`config.mk`:
```
export PLATFORM = sky130hd
export DESIGN_NAME = softmax_lut_sched
export DESIGN_NICKNAME = d
export VERILOG_FILES = /design/src/rtl/softmax_lut_sched.sv
export SDC_FILE = /design/constraint.sdc
export NUM_CORES = 1
export LEC_CHECK = 0
export CORE_AREA = 2 2 135 137
export CTS_BUF_LIST = sky130_fd_sc_hd__clkbuf_2
export DETAILED_ROUTE_END_ITERATION = 10
export DIE_AREA = 0 0 137 139
export PLACE_DENSITY = 0.85
export SLEW_MARGIN = 40
export SYNTH_ARGS = -nofsm -noshare
export SYNTH_HDL_FRONTEND = slang
export SYNTH_SLANG_ARGS = --single-unit
```
`constraint.sdc`:
```
create_clock -name clk -period 7.5 [get_ports clk]
set_input_delay 1.5 -clock clk [delete_from_list [all_inputs] [get_ports clk]]
set_output_delay 1.5 -clock clk [all_outputs]
set_load 0.05 [all_outputs]
```
`src/rtl/softmax_lut_sched.sv`:
```
// Row-level round-robin scheduler sharing one 8-lane exponent LUT between two requesters.
// Registers the LUT result into a valid/ready stream and accumulates the per-row lane sum.
module softmax_lut_sched #(
    parameter int unsigned ROW_WORDS = 8,
    parameter int unsigned SUM_W     = 20
) (
    input  logic             clk,
    input  logic             rst_n,
    input  logic             req0_valid,
    input  logic [63:0]      req0_data,
    input  logic             req0_last,
    output logic             req0_ready,
    input  logic             req1_valid,
    input  logic [63:0]      req1_data,
    input  logic             req1_last,
    output logic             req1_ready,
    output logic [63:0]      lut_in,
    input  logic [63:0]      lut_out,
    output logic             out_valid,
    output logic [63:0]      out_data,
    output logic             out_src,
    output logic             out_last,
    output logic [SUM_W-1:0] out_sum,
    input  logic             out_ready,
    output logic             row_err
);

    localparam int unsigned LANES   = 8;
    localparam int unsigned LANE_W  = 8;
    localparam int unsigned CNT_W   = (ROW_WORDS > 1) ? $clog2(ROW_WORDS) : 1;
    localparam logic [CNT_W-1:0] CNT_MAX = CNT_W'(ROW_WORDS - 1);

    typedef enum logic {
        S_IDLE,
        S_BUSY
    } state_e;

    typedef struct packed {
        logic             src;
        logic             last;
        logic [SUM_W-1:0] sum;
        logic [63:0]      data;
    } out_beat_t;

    state_e           state_q, state_d;
    logic             grant_q, grant_d;
    logic             prio_q, prio_d;
    logic [CNT_W-1:0] cnt_q, cnt_d;
    logic [SUM_W-1:0] acc_q, acc_d;
    logic             out_valid_q, out_valid_d;
    out_beat_t        out_q, out_d;
    logic             row_err_q, row_err_d;

    logic             sel_valid;
    logic             sel_last;
    logic [63:0]      sel_data;
    logic             busy;
    logic             take;
    logic             accept;
    logic             row_end;
    logic [SUM_W-1:0] lanesum;

    // Granted requester mux; the other requester is never ready.
    assign sel_valid  = grant_q ? req1_valid : req0_valid;
    assign sel_last   = grant_q ? req1_last  : req0_last;
    assign sel_data   = grant_q ? req1_data  : req0_data;
    assign busy       = (state_q == S_BUSY);
    assign take       = busy & (~out_valid_q | out_ready);
    assign accept     = take & sel_valid;
    assign row_end    = sel_last | (cnt_q == CNT_MAX);
    assign req0_ready = take & ~grant_q;
    assign req1_ready = take & grant_q;
    assign lut_in     = busy ? sel_data : 64'd0;

    always_comb begin
        lanesum = '0;
        for (int unsigned i = 0; i < LANES; i++) begin
            lanesum = lanesum + SUM_W'(lut_out[LANE_W*i +: LANE_W]);
        end
    end

    // Next-state: arbitration, row bookkeeping and the output register set.
    always_comb begin
        state_d     = state_q;
        grant_d     = grant_q;
        prio_d      = prio_q;
        cnt_d       = cnt_q;
        acc_d       = acc_q;
        out_valid_d = out_valid_q;
        out_d       = out_q;
        row_err_d   = 1'b0;

        case (state_q)
            S_IDLE: begin
                if (req0_valid | req1_valid) begin
                    grant_d = (req0_valid & req1_valid) ? prio_q : req1_valid;
                    state_d = S_BUSY;
                end
            end
            S_BUSY: begin
                if (accept) begin
                    if (row_end) begin
                        acc_d     = '0;
                        cnt_d     = '0;
                        prio_d    = ~grant_q;
                        state_d   = S_IDLE;
                        row_err_d = (cnt_q == CNT_MAX) & ~sel_last;
                    end else begin
                        acc_d = acc_q + lanesum;
                        cnt_d = cnt_q + CNT_W'(1);
                    end
                end
            end
            default: state_d = S_IDLE;
        endcase

        if (accept) begin
            out_valid_d = 1'b1;
            out_d.data  = lut_out;
            out_d.src   = grant_q;
            out_d.last  = row_end;
            out_d.sum   = acc_q + lanesum;
        end else if (out_ready) begin
            out_valid_d = 1'b0;
        end
    end

    always_ff @(posedge clk or negedge rst_n) begin
        if (!rst_n) begin
            state_q     <= S_IDLE;
            grant_q     <= 1'b0;
            prio_q      <= 1'b0;
            cnt_q       <= '0;
            acc_q       <= '0;
            out_valid_q <= 1'b0;
            out_q       <= '0;
            row_err_q   <= 1'b0;
        end else begin
            state_q     <= state_d;
            grant_q     <= grant_d;
            prio_q      <= prio_d;
            cnt_q       <= cnt_d;
            acc_q       <= acc_d;
            out_valid_q <= out_valid_d;
            out_q       <= out_d;
            row_err_q   <= row_err_d;
        end
    end

    assign out_valid = out_valid_q;
    assign out_data  = out_q.data;
    assign out_src   = out_q.src;
    assign out_last  = out_q.last;
    assign out_sum   = out_q.sum;
    assign row_err   = row_err_q;

endmodule
```
== After elaboration in Yosys (flattened, before gate mapping) ==
Index checks and enable logic that the tools add are counted.

* Input port bits: 199
* Word-level logic and storage cells: 54
* Register bits after elaboration: 114

* Eq/ne operators: 1
* Multiplexer cells: 16
* Bitwise operators: 13
* Reductions and logical operators: 4
* $add $sub $neg: 9

{| class="wikitable"
|+ Operators with widths
! operator !! count
|-
| $mux W64 || 2
|-
| $add A20 B15 Y20 || 1
|-
| $mux W20 || 1
|-
| $add A14 B8 Y15 || 1
|-
| $add A13 B8 Y14 || 1
|-
| $add A12 B8 Y13 || 1
|-
| $add A11 B8 Y12 || 1
|-
| $add A10 B8 Y11 || 1
|-
| $mux W1 || 11
|-
| $add A9 B8 Y10 || 1
|-
| $add A8 B8 Y9 || 1
|-
| $and A1 B1 Y1 || 6
|-
| $not A1 Y1 || 4
|-
| $reduce_and A2 Y1 || 2
|-
| $add A3 B1 Y3 const B || 1
|-
| $eq A3 B3 Y1 const B || 1
|-
| $mux W3 || 1
|-
| $or A1 B1 Y1 || 3
|-
| $reduce_and A3 Y1 || 1
|-
| $pmux W1 S2 || 1
|-
| $reduce_bool A2 Y1 || 1
|}

== Longest topological paths before layout ==
* Depth in word-level cells: 9
* Depth in mapped cells: 16
* Depth with buffers taken out: 16

== Worst setup path after synthesis ==
No wires, ideal clock.

* Path kind: in2reg
* From: in lut_out[2]
* To: reg out_q (netlist bit out_sum[8])
* Setup time: 0.128 ns
* Setup slack: 2.173 ns
* Cell stages on the path: 16
* Arrival time: 5.200 ns
* Required time: 7.372 ns
* Cells stage by stage: inv_1 > fa_1 > inv_1 > fa_1 > fa_1 > inv_1 > fa_1 > inv_1 > ha_1 > inv_1 > fa_1 > nand2b_1 > a21oi_1 > nor2_1 > xnor2_1 > mux2_1

* Word-level cells in the longest chain between the ends: 8

{| class="wikitable"
|+ Ends and longest elaborated chain
! what !! line !! text
|-
| from (decl) || 18 || <nowiki>input logic [63:0] lut_out,</nowiki>
|-
| $add A8 B8 Y9 || 78 || <nowiki>lanesum = lanesum + SUM_W'(lut_out[LANE_W*i +: LANE_W]);</nowiki>
|-
| $add A9 B8 Y10 || 78 ||
|-
| $add A10 B8 Y11 || 78 ||
|-
| $add A11 B8 Y12 || 78 ||
|-
| $add A12 B8 Y13 || 78 ||
|-
| $add A13 B8 Y14 || 78 ||
|-
| $add A14 B8 Y15 || 78 ||
|-
| $add A20 B15 Y20 || 122 || <nowiki>out_d.sum = acc_q + lanesum;</nowiki>
|-
| to (signal assigned) || 145 || <nowiki>out_q <= out_d;</nowiki>
|-
| to (decl) || 51 || <nowiki>out_beat_t out_q, out_d;</nowiki>
|}

Every way passes these cells.
A chain may end at the register's enable or synchronous reset.

== Worst setup path in the final report ==
* From: in lut_out[2]
* To: reg out_q (netlist bit out_sum[18])

Same word-level chain as after synthesis.

==> impl_metrics.json <==
{
  "wire_per_inst_microns": 18.4,
  "grt_max_degree": 100,
  "skew_ns": 0.0250,
  "placed_area_sq_um": 11200,
  "pwr-share-seq": 0.168,
  "synth_seq_area_share": 0.379,
  "coreArea_sq_um": 17700,
  "dp_hpwl_microns": 20300,
  "vias_per_cell": 5.04,
  "rsz0062_at_grt": "no",
  "fin_crit_ns": 5.61,
  "maxSlewViolCount": 0,
  "fill_cells": 1405,
  "die_y_microns": 139,
  "std_cell_rows": 49,
  "grt_pass1_wl_microns": 39500,
  "slew_headroom": 0.515,
  "cts_resized": 0,
  "min_path_type": "reg -> reg",
  "final.period_utilization": 0.748,
  "yosysUniqueCellTypes": 51,
  "htree_levels": 4,
  "wl_microns": 25800,
  "finalNonFillerCells": 1400,
  "cts.sinks": 114,
  "p_switching_mw": 3.59,
  "finalSetupViolations": 0,
  "worst_pin_slew_ns": 0.728,
  "dp.cells": 1365,
  "ant_nets": 0,
  "startpoint_type": "primary input",
  "power_mw": 6.46,
  "syn_nets": 1094,
  "die-area_sq_um": 19000,
  "first_global_vias": 7205,
  "synthCells": 821,
  "clk_latency_ns": 0.67,
  "yosys_warnings": 0,
  "cts_setup_buffers": 0,
  "synth.largest_area_cell": "dfrtp_1",
  "synth-seq-cells": 114,
  "drive_above_1_share": 0.0402,
  "whs_ns": 0.498,
  "cts_tree": "yes",
  "cts-buffers-inserted": 17,
  "grtUsageTotal": 0.271,
  "portBuffers": 352,
  "power_density_nw_per_um2": 559,
  "drt-initial-drc-count": 460,
  "antenna_found_initial": 6,
  "synthToLayoutAreaGrowth_pct": 53.8,
  "comb_power_share": 0.749,
  "avgSynthCellArea_sq_um": 9.16,
  "syn_area_sq_um": 7520,
  "tns_ns": 0,
  "start_util": 0.426,
  "num_vias": 7061,
  "synth_common_cells": "183 x nand2_1, 114 x dfrtp_1, 91 x inv_1",
  "max-cap-violations": 0,
  "drt-pass1-iter-count": 5,
  "async_reset_ff_frac": 1.00,
  "outcome": "complete, no violations",
  "crit_arrival_ns": 6.15,
  "p_leak_nw": 5.42,
  "routabilityCongestion": 0.880,
  "hold_viol": 0,
  "final_nets": 1428,
  "fmax_ghz": 0.178,
  "ys_top_cells_by_area": "dfrtp_1 38%, fa_1 15%, nand2_1 9.1%",
  "pin_count": 353,
  "cts-root-buf": "clkbuf_2",
  "p_int_mw": 2.87,
  "synthFlopType": "dfrtp_1",
  "postLayoutCellArea_sq_um": 11600,
  "crit_type": "in -> reg",
  "p_sw_frac": 0.556,
  "pwr-share-clk": 0.083,
  "drc": 0,
  "yosysMostFrequentCell": "nand2_1",
  "end_kind": "flip-flop",
  "clkTransAtPathRegs_ns": 0.18,
  "cts_hold_buf": 0,
  "grt_overflow": 0,
  "synth_edf_count": 0,
  "cts_max_path_buffers": 2,
  "peakVddDrop_mv": 0.405,
  "chipWidth_microns": 137,
  "crit_required_ns": 8.05,
  "cp_max_fo": 6,
  "synth.top_cell.area_share": 0.379
}
[placed cells by master (no fill, tap or decap), types with 11 or more instances in the layout]
| cell | n |
|---|---|
| clkdlybuf4s50_1 | 351 |
| nand2_1 | 183 |
| dfrtp_1 | 113 |
| inv_1 | 90 |
| nor2_1 | 81 |
| mux2i_1 | 66 |
| fa_1 | 55 |
| o21ai_1 | 30 |
| ha_1 | 19 |
| clkbuf_2 | 17 |
| a21oi_1 | 16 |
| nand3_1 | 13 |
| a22o_1 | 11 |
[per-stage QoR]
step           utilization  setup slack, ns
2_1_floorplan            -             2.17
3_3_place_gp         0.633             1.34
3_5_place_dp         0.636             1.25
4_1_cts              0.654             1.99
5_1_grt              0.655             1.67
6_report             0.655             1.89
[flip-flops by register name, summed over array words and instances (netlist names)]
register / cells
cnt_q: 3
out_sum: 20
out_valid: 1
acc_q: 20
busy: 1
prio_q: 1
row_err: 1
out_data: 64
out_src: 1
grant_q: 1
out_last: 1
[area by class of cell]
class / count / area, sq um / area share
inverter: 91 / 342 / 0.0295
tap: 229 / 287 / 0.0248
sequential: 114 / 2860 / 0.247
clock buffer: 17 / 85.1 / 0.00736
timing repair buffer: 358 / 3600 / 0.311
antenna: 3 / 7.51 / 0.000649
multi-input combinational: 573 / 4150 / 0.359
clock inverter: 15 / 239 / 0.0207
[critical path, cell delays in order]
cell and delay [ns]:
clkdlybuf4s50_1 0.45, inv_1 0.06, fa_1 0.55, inv_1 0.06, fa_1 0.51, fa_1 0.56
inv_1 0.06, fa_1 0.47, inv_1 0.07, ha_1 0.22, inv_1 0.07, fa_1 0.40
nand2b_1 0.18, a21oi_1 0.34, o21ai_1 0.27, a21boi_1 0.25, o211ai_1 0.13
[power by group through the flow]
stage | Sequential, mW | Combinational (mW) | Clock, mW
final | 1.09 | 4.84 | 0.539
after global routing | 1.12 | 5.20 | 0.570
after detailed placement | 1.10 | 4.81 | 0
after floorplan | 1.82 | 2.62 | 0
after CTS | 1.09 | 4.84 | 0.544
after global placement | 1.15 | 4.64 | 0
[cell families after synthesis]
family / after synthesis / synth area share
multiplexers: 73 / 0.0983
buffers and inverters: 134 / 0.0714
flip-flops: 114 / 0.379
adder cells (fa/ha/maj): 74 / 0.178
AND/OR/NAND/NOR: 312 / 0.171
XOR/XNOR: 8 / 0.00932
AO/OA/AOI/OAI: 106 / 0.0923
[worst paths after layout]
path | from | endpoint | slack, ns | cells past startpoint
worst min-delay path | out_data[56]$_DFFE_PN0P_ | out_data[56]$_DFFE_PN0P_ | 0.50 | 2
min in group asynchronous | rst_n | out_data[31]$_DFFE_PN0P_ | 0.80 | 1
worst min register to register | out_data[56]$_DFFE_PN0P_ | out_data[56]$_DFFE_PN0P_ | 0.50 | 2
worst max register to register | acc_q[2]$_DFFE_PN0P_ | out_sum[18]$_DFFE_PN0P_ | 3.04 | 14
max in group asynchronous | rst_n | acc_q[0]$_DFFE_PN0P_ | 5.64 | 2
worst max-delay path | lut_out[2] | out_sum[18]$_DFFE_PN0P_ | 1.89 | 17
[layer usage]
layer  track usage  part of all wire  vias up  wire length (microns)
li1              -                 -     3345                      -
met1         0.362              0.43     3422                  11000
met2         0.435              0.47      244                  12200
met3        0.0713             0.077       44                   1980
met4        0.0770             0.021        6                    549
met5             0            0.0015        -                     39
(Power assumes the default switching activity.)
